File: config.mk
export PLATFORM = sky130hd
export DESIGN_NAME = vr_fifo_param
export DESIGN_NICKNAME = d
export VERILOG_FILES = /design/src/rtl/vr_fifo_param.sv
export SDC_FILE = /design/constraint.sdc
export NUM_CORES = 1
export LEC_CHECK = 0
export CAP_MARGIN = 0
export CELL_PAD_IN_SITES_DETAIL_PLACEMENT = 0
export CELL_PAD_IN_SITES_GLOBAL_PLACEMENT = 2
export CORE_AREA = 5 5 107 185
export CTS_CLUSTER_DIAMETER = 120
export CTS_CLUSTER_SIZE = 8
export DETAILED_ROUTE_END_ITERATION = 8
export DIE_AREA = 0 0 112 190
export HOLD_SLACK_MARGIN = 0.06
export MAX_ROUTING_LAYER = met4
export PLACE_DENSITY = 0.64
export SYNTH_ARGS = -nofsm -noshare
export SYNTH_HDL_FRONTEND = slang
export SYNTH_SLANG_ARGS = --single-unit
File: constraint.sdc
create_clock -name clk -period 4.11 [get_ports clk]
set_input_delay 0.822 -clock clk [delete_from_list [all_inputs] [get_ports clk]]
set_output_delay 0.822 -clock clk [all_outputs]
set_load 0.02 [all_outputs]
File: src/rtl/vr_fifo_param.sv
// Parametrised valid/ready FIFO with occupancy level, almost-full/almost-empty flags and synchronous flush.
// Latency: a word pushed at edge N is at the head (data_out_vld=1) in cycle N+1. There is no fall-through.
// Backpressure: data_in_rdy=0 while full, even if a pop happens in the same cycle. The optional level_peak
//   output is enabled by defining FIFO_PEAK_EN.
module vr_fifo_param #(
  parameter  int DATA_W    = 16,
  parameter  int DEPTH     = 8,
  parameter  int AFULL_TH  = 6,
  parameter  int AEMPTY_TH = 1,
  localparam int LVL_W     = $clog2(DEPTH + 1)
) (
  input  logic              clk,
  input  logic              rstn,
  input  logic              flush,
  input  logic [DATA_W-1:0] data_in,
  input  logic              data_in_vld,
  output logic              data_in_rdy,
  output logic [DATA_W-1:0] data_out,
  output logic              data_out_vld,
  input  logic              data_out_rdy,
  output logic [LVL_W-1:0]  level,
`ifdef FIFO_PEAK_EN
  output logic [LVL_W-1:0]  level_peak,
`endif
  output logic              almost_full,
  output logic              almost_empty
);

  // Pointers index 0..DEPTH-1 and wrap explicitly, so DEPTH need not be a power of two.
  localparam int PTR_W = (DEPTH > 1) ? $clog2(DEPTH) : 1;

  localparam logic [PTR_W-1:0] PTR_LAST  = PTR_W'(DEPTH - 1);
  localparam logic [LVL_W-1:0] LVL_FULL  = LVL_W'(DEPTH);
  localparam logic [LVL_W-1:0] LVL_AFULL = LVL_W'(AFULL_TH);
  localparam logic [LVL_W-1:0] LVL_AEMPT = LVL_W'(AEMPTY_TH);

  logic [DATA_W-1:0] mem [DEPTH];

  logic [PTR_W-1:0] wr_ptr_q, wr_ptr_d;
  logic [PTR_W-1:0] rd_ptr_q, rd_ptr_d;
  logic [LVL_W-1:0] level_q,  level_d;

  logic push;
  logic pop;

  // Handshake decode. Flush drops both sides, so the upstream word is treated as not accepted.
  always_comb begin
    data_in_rdy  = (level_q != LVL_FULL);
    data_out_vld = (level_q != '0);
    push         = data_in_vld  & data_in_rdy  & ~flush;
    pop          = data_out_vld & data_out_rdy & ~flush;
  end

  // Next-state for the pointers and the occupancy counter.
  always_comb begin
    wr_ptr_d = wr_ptr_q;
    rd_ptr_d = rd_ptr_q;
    level_d  = level_q;
    if (flush) begin
      wr_ptr_d = '0;
      rd_ptr_d = '0;
      level_d  = '0;
    end else begin
      if (push) begin
        wr_ptr_d = (wr_ptr_q == PTR_LAST) ? '0 : wr_ptr_q + PTR_W'(1);
      end
      if (pop) begin
        rd_ptr_d = (rd_ptr_q == PTR_LAST) ? '0 : rd_ptr_q + PTR_W'(1);
      end
      if (push && !pop) begin
        level_d = level_q + LVL_W'(1);
      end else if (pop && !push) begin
        level_d = level_q - LVL_W'(1);
      end
    end
  end

  // Control state register; asynchronous reset returns the FIFO to empty immediately.
  always_ff @(posedge clk or negedge rstn) begin
    if (!rstn) begin
      wr_ptr_q <= '0;
      rd_ptr_q <= '0;
      level_q  <= '0;
    end else begin
      wr_ptr_q <= wr_ptr_d;
      rd_ptr_q <= rd_ptr_d;
      level_q  <= level_d;
    end
  end

  // Storage is not reset. A write landing during reset is invisible because the pointers are held at 0.
  always_ff @(posedge clk) begin
    if (push && rstn) begin
      mem[wr_ptr_q] <= data_in;
    end
  end

  // Head-of-queue read is combinational. The output is forced to zero while empty, so reset shows 0.
  always_comb begin
    data_out = data_out_vld ? mem[rd_ptr_q] : '0;
  end

  // Flags derive straight from the level register, so they add no latency.
  always_comb begin
    level        = level_q;
    almost_full  = (level_q >= LVL_AFULL);
    almost_empty = (level_q <= LVL_AEMPT);
  end

`ifdef FIFO_PEAK_EN
  logic [LVL_W-1:0] peak_q, peak_d;

  // The high-water mark follows level_d, so it rises on the same edge as level.
  always_comb begin
    peak_d = peak_q;
    if (flush) begin
      peak_d = '0;
    end else if (level_d > peak_q) begin
      peak_d = level_d;
    end
  end

  // Peak register; it is cleared by both reset and flush.
  always_ff @(posedge clk or negedge rstn) begin
    if (!rstn) begin
      peak_q <= '0;
    end else begin
      peak_q <= peak_d;
    end
  end

  assign level_peak = peak_q;
`endif

  // Structural invariants: occupancy stays within bounds and pointers stay in range.
  a_level_bound : assert property (@(posedge clk) disable iff (!rstn) level_q <= LVL_FULL);
  a_wr_range    : assert property (@(posedge clk) disable iff (!rstn) wr_ptr_q <= PTR_LAST);
  a_rd_range    : assert property (@(posedge clk) disable iff (!rstn) rd_ptr_q <= PTR_LAST);

endmodule

==> impl_summary.txt, run 1 <==
----------------------------------------------------
[Synth]
  Top_reg_cell synth ... edfxtp_1
  Number of enable flip-flop cells after synthesis ... around 130
  Synth Area per Inst ... around 19 sq um
  Post-synth cell types ... 38
  Synthesized cell area ... approximately 5700 sq um
  Leading area contributor after synthesis ... edfxtp_1
  Warning count from the yosys run ... 0
  Share of the synthesized area in the top cell type ... roughly 68%
  Syn_nets ... between 300 and 400
  Sequential fraction of the synthesis area ... approximately 70%
  Number of flip-flops and latches in the synthesized netlist ... 138
  Share of flip-flops with an asynchronous set or reset ... between 7 and 8%
  Cells taking the most area after synthesis ... edfxtp_1, mux4_2, dfrtp_1
  Post-Synthesis Cells ... 300

[Pwr]
  Static leakage power ... between 2 and 2.5 nW
  Power Dens Cells ... 653 nW/um^2
  Reg power frac ... a little over a third
  Worst supply voltage drop on vdd ... 0.290 mV
  Internal Power ... roughly 3.2 mW
  Net switching fraction of the power ... between 30% and 40%
  Share of power burned in the clock network ... 33.2%
  Comb pwr share ... approximately 30%
  NetSw ... roughly 1.4 mW
  Overall power ... roughly 4.6 mW

[Timing]
  Clock period minus final worst setup slack ... approximately 3.5 ns
  Peak Freq ... 290 MHz
  Total count of hold-check failures in the final report ... 0
  Setup violations, final ... 0
  Headroom to the max-slew limit ... between 50% and 60%
  Pin slew with the least headroom to its limit ... ~0.67 ns
  Max Slew Vio Count ... 0
  Unrepaired setup endpoints after global routing ... no
  Setup TNS ... 0 ns
  Worst setup skew after layout ... 0.0110 ns
  Final period util ... 84.0%
  Slack of the critical path ... 0.658 ns

[Setup path]
  Worst flop-to-flop path startpoint ... level[0]
  Crit path capture ... data_out[13]
  Worst flop-to-flop path endpoint ... mem[3][3]
  Worst-case register-to-register setup slack ... 1.80 ns
  R2r worst-path depth ... 7
  Worst path arrival time ... 2.63 ns
  Largest driver fanout on the critical path ... 14
  Crit Path Class ... flop to primary output
  CP Launch Type ... flop
  Required @ worst endpoint ... ~3.3 ns
  Timing startpoint of the critical path ... rd_ptr_q[0]
  Kind of end point of the critical path ... primary output

[Routing]
  Wire length per cell ... around 20 um
  Detailed-router iteration count before antenna repair ... 4
  Routed wire length ... roughly 12 mm
  DRC violation total after the first TritonRoute iteration ... around 110
  # DRC ... 0
  Mean number of vias per cell ... between 4 and 5
  Antenna-violating nets left ... 0
  DR vias ... around 2.9k

[Clock tree]
  TritonCTS Sinks ... 138
  Postcts setup bufs ... 0
  # H-tree levels ... 4
  TritonCTS buffer count ... 17
  Library cell used as clock root buffer ... clkbuf_16
  Clock latency of the later-clocked register in the worst-skew pair ... just over 0.4 ns
  Resized cells post-CTS ... 0
  CTS clk-pin slew, worst paths ... 0.06 ns
  Hold_buf cts ... 0
  Clock Path Buffers ... 2
  CTS tree ... yes

[Global routing]
  Maximum number of pins on one net before global-route repair ... 35
  Overall fraction of global-route tracks in use ... 12.6%
  Number of antenna violations at the first check in global routing ... 0
  Global route total overflow ... 0
  Number of global-route vias before repair ... about 3.3k
  First-pass GRT wire length ... about 19 mm

[Final layout]
  Number of nets in the finished design ... about 400
  # fillers ... approximately 1.7k
  Utilization after layout ... approximately two fifths
  Area Growth Syn to Fin ... 24.6%
  Fraction of layout instances using a drive strength above 1 ... a little under a quarter
  Post-Layout Cell Count ... 615
  Commonest non-fill, non-tap cell in the layout ... edfxtp_1
  Commonest non-fill, non-tap cells in the layout ... edfxtp_1, clkdlybuf4s50_1, mux4_2
  Inserted Diodes ... 0

[Die]
  Top-level port count ... 45
  Total Die Area ... roughly 21000 sq um
  Number of placement rows ... 66
  Y dimension of the die ... between 150 and 200 um
  Starting density of the core ... between 30 and 40%
  X dimension of the die ... 112 um
  CORE AREA ... roughly 18000 sq um

[Run]
  Max-capacitance violation count ... 0

[Placement]
  GP Congestion ... about 0.74
  Count of placed standard cells including taps ... 583
  Number of input and output port buffers inserted ... 44
  Post-detail-place hpwl ... ~7.6 mm
  Worst slack at placement ... 1.02 ns

[Worst hold path]
  Kind of path behind the tightest hold check ... flop to flop

[Run status]
  Outcome ... complete, no violations

----------------------------------------------------
==> critical path, cell delays in order (launching register included) <==
cell	delay [ns]
dfrtp_2	0.55
buf_4	0.36
mux4_2	0.54
mux2i_1	0.14
nor2_1	0.07
clkdlybuf4s50_1	0.55
==> cell families after synthesis <==
kind of cell	synth area share [%]
buf+inv	1.76
compound gates	2.31
mux	16.4
flops	72.0
simple gates	5.28
fa+ha+maj	1.98
xor+xnor	0.308
==> stage by stage <==
step           instance area [sq um]  hold slack, ns
6_report                        7090           0.596
4_1_cts                         7090           0.607
5_1_grt                         7090           0.664
2_1_floorplan                   5690           0.526
3_3_place_gp                    6480           0.584
3_5_place_dp                    6480           0.601
==> sequential cells by signal, summed over array words and instances (netlist names) <==
register  cells
mem         128
level         4
rd_ptr_q      3
wr_ptr_q      3
==> layout make-up <==
cell class	count	area, sq um	share of cell area (%)
Inverter	7	26.3	0.371
Timing Repair Buffer	60	561	7.91
Clock inverter	13	170	2.40
Sequential cell	138	4100	57.8
Clock buffer	19	433	6.11
Multi-Input combinational cell	140	1500	21.2
Tap cell	238	298	4.20
==> cell usage after synthesis (all sizes together), types with 2 or more instances <==
cell type	n
edfxtp	128
mux4	32
nor2	28
mux2i	21
dfrtp	10
ha	9
clkbuf	8
nand2	8
buf	7
inv	6
nor3	6
a21oi	5
nand2b	4
nand4	3
nand4b	3
o21ai	3
nand3	2
o211ai	2
xor2	2
==> worst min path at each step <==
stage	endpoint	slack [ns]	from	cells past startpoint
global placement	wr_ptr_q[0]	0.58	wr_ptr_q[0]	2
CTS	wr_ptr_q[0]	0.61	wr_ptr_q[0]	2
finish	wr_ptr_q[0]	0.60	wr_ptr_q[0]	2
detailed placement	wr_ptr_q[0]	0.60	wr_ptr_q[0]	2
global route	wr_ptr_q[0]	0.66	wr_ptr_q[0]	2
floorplan	level[0]	0.53	rstn	0
==> routing by layer <==
metal	global-route usage (%)	part of all wire, %	vias up
li1	-	-	1331
met1	13.8	40	1517
met2	22.3	56	51
met3	2.83	2.3	12
met4	4.58	1.6	0
met5	-	0	-
==> power by group through the flow <==
stage,sequential [mW],clock (mW),combinational (mW)
finish,1.66,1.54,1.43
global route,1.67,1.63,1.55
CTS,1.66,1.57,1.47
detailed placement,1.69,0,1.47
global placement,1.69,0,1.47
floorplan,1.66,0,0.924
Power figures use the tool's default switching activity.
==> run 2: changes to the inputs <==
PLACE_DENSITY = 0.66   (was 0.64)
clock period = 2.86 ns   (was 4.11 ns; I/O delays follow)
==> run 2 against run 1 <==
Effect of this change:
- sequential power increased by 42%
- first-iteration DRC count up 60%
- final cell count rose by 0.16%
- clock power grew 37%
- clock-buffer cell count down 1
- sequential share of layout area decreased by 0.67 points
- critical path type unchanged
==> impl_summary.txt, run 2 (synthesis results as in run 1) <==
----------------------------------------------------
[Timing]
  Worst setup skew after layout ... 0.0104 ns (was 0.0110 ns)
  Peak Freq ... 365 MHz
  Clock period minus final worst setup slack ... roughly 2.7 ns
  Final period util ... between 90 and 100%
  Setup violations, final ... 0 (unchanged)
  Unrepaired setup endpoints after global routing ... no (unchanged)
  Total count of hold-check failures in the final report ... 0 (unchanged)
  Max Slew Vio Count ... 0 (unchanged)
  Setup TNS ... 0 ns (unchanged)
  Final hold slack ... 0.506 ns (was 0.596 ns)
  Slack of the critical path ... 0.121 ns (was 0.658 ns)
  Pin slew with the least headroom to its limit ... 0.387 ns (was 0.673 ns)
  Headroom to the max-slew limit ... 73.8% (was 55.1%)

[Placement]
  Number of input and output port buffers inserted ... 44 (unchanged)
  Worst slack at placement ... 0.268 ns (was 1.02 ns)
  GP Congestion ... 0.752 (was 0.737)
  Post-detail-place hpwl ... 7.44 mm (was 7.64 mm)
  Placed Area ... 6610 sq um (was 6480 sq um)
  Count of placed standard cells including taps ... 585 (was 583)

[Clock tree]
  CTS clk-pin slew, worst paths ... 0.06 ns (about the same)
  Clock Path Buffers ... 2 (unchanged)
  # H-tree levels ... 4 (unchanged)
  Library cell used as clock root buffer ... clkbuf_16 (unchanged)
  TritonCTS Sinks ... 138 (unchanged)
  CTS tree ... yes (unchanged)
  Hold_buf cts ... 0 (unchanged)
  TritonCTS buffer count ... 17 (unchanged)
  Postcts setup bufs ... 0 (unchanged)
  Clock latency of the later-clocked register in the worst-skew pair ... 0.41 ns (about the same)

[Pwr]
  Static leakage power ... 2.38 nW (was 2.31 nW)
  Power Dens Cells ... 910 nW/um^2 (was 653 nW/um^2)
  Worst supply voltage drop on vdd ... 0.382 mV (was 0.290 mV)

[Setup path]
  Worst-case register-to-register setup slack ... 0.63 ns (was 1.80 ns)
  Worst path arrival time ... 2.17 ns (was 2.63 ns)
  Count of buffer and inverter cells on the critical path ... 2 (unchanged)
  Crit Path Class ... flop to primary output (unchanged)
  CP Launch Type ... flop (unchanged)
  Largest driver fanout on the critical path ... 18 (was 14)
  Dominant delay contributor by cell family on the critical path ... multiplexers (was buffers and inverters)
  Longest individual stage delay on the worst path ... 0.54 ns (was 0.55 ns)
  Critical path, cell by cell ... buf_12 > mux4_2 > mux2i_2 > nor2_1 > dlygate4sd2_1 (was buf_4 > mux4_2 > mux2i_1 > nor2_1 > clkdlybuf4s50_1)
  Required @ worst endpoint ... 2.29 ns (was 3.29 ns)
  Kind of end point of the critical path ... primary output (unchanged)
  Slowest library cell on the worst path ... mux4_2 (was dfrtp_2)

[Die]
  Starting density of the core ... 31.2% (unchanged)
  CORE AREA ... 18300 sq um (unchanged)
  Top-level port count ... 45 (unchanged)
  X dimension of the die ... 112 um (unchanged)
  Y dimension of the die ... 190 um (unchanged)
  Number of placement rows ... 66 (unchanged)
  Total Die Area ... 21300 sq um (unchanged)

[Final layout]
  Area used by multi-input combinational logic ... 1510 sq um (was 1500 sq um)
  Register bank with the most flops ... mem (unchanged)
  Commonest non-fill, non-tap cells in the layout ... edfxtp_1, mux4_2, nor2_1 (was edfxtp_1, clkdlybuf4s50_1, mux4_2)
  Register area ... 4100 sq um (unchanged)
  # fillers ... 1648 (was 1662)
  Final cell area excluding filler cells ... 7170 sq um (was 7090 sq um)
  Post-Layout Cell Count ... 616 (was 615)
  Flip-flop count of the largest register, all copies and words added ... 128 (unchanged)
  Number of nets in the finished design ... 396 (was 394)
  Fraction of layout instances using a drive strength above 1 ... 24.6% (was 23.6%)
  Area Growth Syn to Fin ... 26.1% (was 24.6%)
  Inserted Diodes ... 0 (unchanged)
  Commonest non-fill, non-tap cell in the layout ... edfxtp_1 (unchanged)

[Global routing]
  Maximum number of pins on one net before global-route repair ... 35 (unchanged)
  Number of antenna violations at the first check in global routing ... 0 (unchanged)
  Global route total overflow ... 0 (unchanged)
  First-pass GRT wire length ... 18.7 mm (was 19.3 mm)
  Number of global-route vias before repair ... 3161 (was 3276)
  Overall fraction of global-route tracks in use ... 12.2% (was 12.6%)

[Routing]
  Antenna-violating nets left ... 0 (unchanged)
  Detailed-router iteration count before antenna repair ... 4 (unchanged)
  Mean number of vias per cell ... 4.74 (was 4.73)
  Routed wire length ... 11.8 mm (was 12.2 mm)
  # DRC ... 0 (unchanged)
  Wire length per cell ... 19.2 um (was 19.9 um)
  DRC violation total after the first TritonRoute iteration ... 181 (was 113)
  DR vias ... 2921 (was 2911)

[Run]
  Max-capacitance violation count ... 0 (unchanged)

[Run status]
  Outcome ... complete, no violations (unchanged)

[Worst hold path]
  Kind of path behind the tightest hold check ... input pin to asynchronous set/reset pin (was flop to flop)

----------------------------------------------------
==> run 2: changes by cell type in the layout (fill, tap and decap cells not counted), sizes merged, moves of 2 or more <==
cell and delta:
clkdlybuf4s50 -18, dlygate4sd2 +17, buf +2, clkinv -2, inv +2
==> run 2: final timing paths <==
check                       startpoint      endpoint  depth (start not counted)
setup / recovery           rd_ptr_q[0]  data_out[14]                          5
hold / removal                    rstn      level[0]                          2
setup reg to reg              level[1]     mem[6][3]                          7
hold reg to reg            wr_ptr_q[0]   wr_ptr_q[0]                          2
max in group asynchronous         rstn   rd_ptr_q[0]                          2
min in group clk           wr_ptr_q[0]   wr_ptr_q[0]                          2
==> run 2: metal layers <==
| metal | track usage [%] | vias to the layer above | routed length [um] |
|---|---|---|---|
| met3 | 3.02 | 14 | 301 |
| met1 | 13.5 | 1519 | 4780 |
| li1 | - | 1330 | - |
| met4 | 3.47 | 0 | 154 |
| met5 | - | - | 0 |
| met2 | 21.8 | 58 | 6590 |
==> run 2: stage by stage <==
step | power (mW) | util (%)
5_1_grt | 6.86 | 39.3
3_5_place_dp | 4.63 | 36.2
4_1_cts | 6.63 | 39.3
2_1_floorplan | 3.72 | -
6_report | 6.52 | 39.3
3_3_place_gp | 4.62 | 36.2
==> run 2: final cells by class <==
| class | instances | share of cell area [%] |
|---|---|---|
| well taps | 238 | 4.15 |
| inverters | 7 | 0.367 |
| repair buffers | 62 | 9.34 |
| multi-input cells | 140 | 21.0 |
| clock buffers | 18 | 5.99 |
| flip-flops and latches | 138 | 57.1 |
| clock inverters | 13 | 2.01 |
==> run 2: where the power goes <==
part	switching [mW]	internal (mW)	total [mW]
Combinational	1.11	0.937	2.05
Clock	0.828	1.29	2.11
Sequential	0.0813	2.28	2.36
==> run 2: timing repair <==
action | 4_1_cts | 5_1_grt
endpoints found under the setup margin | 17 | 6
endpoints found under the hold margin | 0 | 0
gates resized for setup | 18 | 2
cloned | 0 | 0
==> run 3: changes to the inputs <==
CORE_AREA = 5 5 97 166   (was 5 5 107 185)
DIE_AREA = 0 0 102 171   (was 0 0 112 190)
PLACE_DENSITY = 0.78   (was 0.66)
==> run 3 against run 2 <==
Effect of this change:
- routed wire length shrank 6.5%
- via count decreased by 0.79%
- design area shrank 1.7%
- first-iteration DRC count decreased by 7.2%
- largest power group unchanged
==> impl_summary.txt, run 3 (synthesis results as in run 1) <==
----------------------------------------------------
[Run status]
  Outcome ... complete, no violations (unchanged)

[Timing]
  Peak Freq ... 370 MHz (was 365 MHz)
  Headroom to the max-slew limit ... 73.1% (was 73.8%)
  Setup violations, final ... 0 (unchanged)
  Unrepaired setup endpoints after global routing ... no (unchanged)
  Final hold slack ... 0.498 ns (was 0.506 ns)
  Worst setup skew after layout ... 0.00978 ns (was 0.0104 ns)
  Clock period minus final worst setup slack ... 2.70 ns (was 2.74 ns)
  Pin slew with the least headroom to its limit ... 0.404 ns (was 0.387 ns)
  Max Slew Vio Count ... 0 (unchanged)
  Setup TNS ... 0 ns (unchanged)
  Final period util ... 94.4% (was 95.8%)
  Total count of hold-check failures in the final report ... 0 (unchanged)

[Setup path]
  Critical path, cell by cell ... inv_1 > ha_2 > nand2b_4 > nor2_1 > buf_6 > nor2_1 > dlygate4sd2_1 (was buf_12 > mux4_2 > mux2i_2 > nor2_1 > dlygate4sd2_1)
  Count of buffer and inverter cells on the critical path ... 3 (was 2)
  CP Launch Type ... flop (unchanged)
  Cell mode on critical path ... nor2_1
  Required @ worst endpoint ... 2.29 ns (about the same)
  Worst-case register-to-register setup slack ... 0.65 ns (was 0.63 ns)
  Slowest library cell on the worst path ... dfrtp_1 (was mux4_2)
  Kind of end point of the critical path ... primary output (unchanged)
  Worst flop-to-flop path endpoint ... mem[7][10] (was mem[6][3])
  Worst path arrival time ... 2.13 ns (was 2.17 ns)
  Longest individual stage delay on the worst path ... 0.44 ns (was 0.54 ns)
  R2r worst-path depth ... 7 (unchanged)
  Crit Path Class ... flop to primary output (unchanged)
  Largest driver fanout on the critical path ... 17 (was 18)
  Dominant delay contributor by cell family on the critical path ... buffers and inverters (was multiplexers)
  Worst flop-to-flop path startpoint ... level[0] (was level[1])

[Clock tree]
  TritonCTS Sinks ... 138 (unchanged)
  CTS tree ... yes (unchanged)
  Library cell used as clock root buffer ... clkbuf_16 (unchanged)
  Hold_buf cts ... 0 (unchanged)
  TritonCTS buffer count ... 17 (unchanged)
  Clock Path Buffers ... 2 (unchanged)
  Postcts setup bufs ... 0 (unchanged)
  Clock latency of the later-clocked register in the worst-skew pair ... 0.41 ns (about the same)
  # H-tree levels ... 4 (unchanged)
  CTS clk-pin slew, worst paths ... 0.06 ns (about the same)

[Routing]
  Detailed-router iteration count before antenna repair ... 4 (unchanged)
  Antenna-violating nets left ... 0 (unchanged)
  Mean number of vias per cell ... 5.16 (was 4.74)
  DR vias ... 2898 (was 2921)
  Wire length per cell ... 19.7 um (was 19.2 um)
  # DRC ... 0 (unchanged)
  DRC violation total after the first TritonRoute iteration ... 168 (was 181)
  Routed wire length ... 11.0 mm (was 11.8 mm)

[Global routing]
  First-pass GRT wire length ... 17.2 mm (was 18.7 mm)
  Global route total overflow ... 0 (unchanged)
  Number of global-route vias before repair ... 3078 (was 3161)
  Number of antenna violations at the first check in global routing ... 0 (unchanged)
  Overall fraction of global-route tracks in use ... 14.1% (was 12.2%)
  Maximum number of pins on one net before global-route repair ... 35 (unchanged)

[Pwr]
  Worst supply voltage drop on vdd ... 0.515 mV (was 0.382 mV)
  Power Dens Cells ... 926 nW/um^2 (was 910 nW/um^2)
  Overall power ... 6.52 mW (about the same)
  Static leakage power ... 2.37 nW (was 2.38 nW)

[Placement]
  Count of placed standard cells including taps ... 530 (was 585)
  Number of input and output port buffers inserted ... 44 (unchanged)
  GP Congestion ... 0.753 (was 0.752)
  Post-detail-place hpwl ... 6.85 mm (was 7.44 mm)

[Die]
  CORE AREA ... 14700 sq um (was 18300 sq um)
  Total Die Area ... 17400 sq um (was 21300 sq um)
  Y dimension of the die ... 171 um (was 190 um)
  Number of placement rows ... 59 (was 66)
  Top-level port count ... 45 (unchanged)
  X dimension of the die ... 102 um (was 112 um)
  Starting density of the core ... 38.7% (was 31.2%)

[Final layout]
  Register area ... 4100 sq um (unchanged)
  Commonest non-fill, non-tap cell in the layout ... edfxtp_1 (unchanged)
  # fillers ... 1235 (was 1648)
  Flip-flop count of the largest register, all copies and words added ... 128 (unchanged)
  Commonest non-fill, non-tap cells in the layout ... edfxtp_1, mux4_2, nor2_1 (unchanged)
  Inserted Diodes ... 0 (unchanged)
  Number of nets in the finished design ... 396 (unchanged)
  Register bank with the most flops ... mem (unchanged)
  Post-Layout Cell Count ... 562 (was 616)
  Area Growth Syn to Fin ... 23.9% (was 26.1%)
  Utilization after layout ... 47.9% (was 39.3%)
  Fraction of layout instances using a drive strength above 1 ... 24.5% (was 24.6%)
  Area used by multi-input combinational logic ... 1510 sq um (about the same)

[Run]
  Max-capacitance violation count ... 0 (unchanged)

[Worst hold path]
  Kind of path behind the tightest hold check ... input pin to asynchronous set/reset pin (unchanged)

----------------------------------------------------
==> run 3: cell types whose count changed in the layout (fill, tap and decap cells not counted), sizes merged <==
cell / delta
clkbuf: -1
inv: +1
clkinv: +4
clkinvlp: -3
==> run 3: area by class of cell <==
cell class                      instances  area share, %
Multi-Input combinational cell        140           21.4
Timing Repair Buffer                   62           8.49
Inverter                                7          0.373
Tap cell                              183           3.25
Clock inverter                         15           2.33
Clock buffer                           17           6.04
Sequential cell                       138           58.1
==> run 3: where the power goes <==
| group | switching [mW] | internal (mW) |
|---|---|---|
| clock network | 0.832 | 1.30 |
| logic | 1.12 | 0.931 |
| registers | 0.0652 | 2.28 |
| total | 2.01 | 4.51 |
==> run 3: worst reg2reg max path, delay by kind of cell, from the launching register on <==
family,cells,cell delay (ns)
simple gates,3,0.62
buf+inv,3,0.59
flops,1,0.43
fa+ha+maj,1,0.24
==> run 3: per-stage QoR <==
step	setup WS (ns)	instance area [sq um]
floorplan	0.259	5700
global placement	0.249	6470
detailed placement	0.205	6470
CTS	0.0117	7040
global route	0.00110	7040
finish	0.161	7040
==> run 3: routing by layer <==
layer | vias to the layer above | wire, um | global-route usage, %
met5 | - | 0 | -
met4 | 0 | 117 | 4.63
met3 | 7 | 391 | 2.86
met2 | 57 | 6240 | 24.8
met1 | 1500 | 4300 | 15.7
li1 | 1334 | - | -
==> run 3: worst max-delay path by stage <==
| stage | from | end | slack, ns | cells past startpoint |
|---|---|---|---|---|
| 2_1_floorplan | level[0] | mem[4][0] | 0.26 | 6 |
| 3_3_place_gp | level[0] | data_out[10] | 0.25 | 7 |
| 3_5_place_dp | level[0] | data_out[2] | 0.21 | 7 |
| 4_1_cts | level[0] | data_in_rdy | 0.01 | 5 |
| 5_1_grt | level[0] | data_out[2] | 0.001 | 7 |
| 6_report | level[0] | data_out[2] | 0.16 | 7 |
==> run 3: timing repair <==
| action | in CTS | in global routing |
|---|---|---|
| setup endpoints to repair | 17 | 17 |
| pin swaps | 0 | 0 |
| resized for setup | 18 | 2 |
| hold endpoints to repair | 0 | 0 |
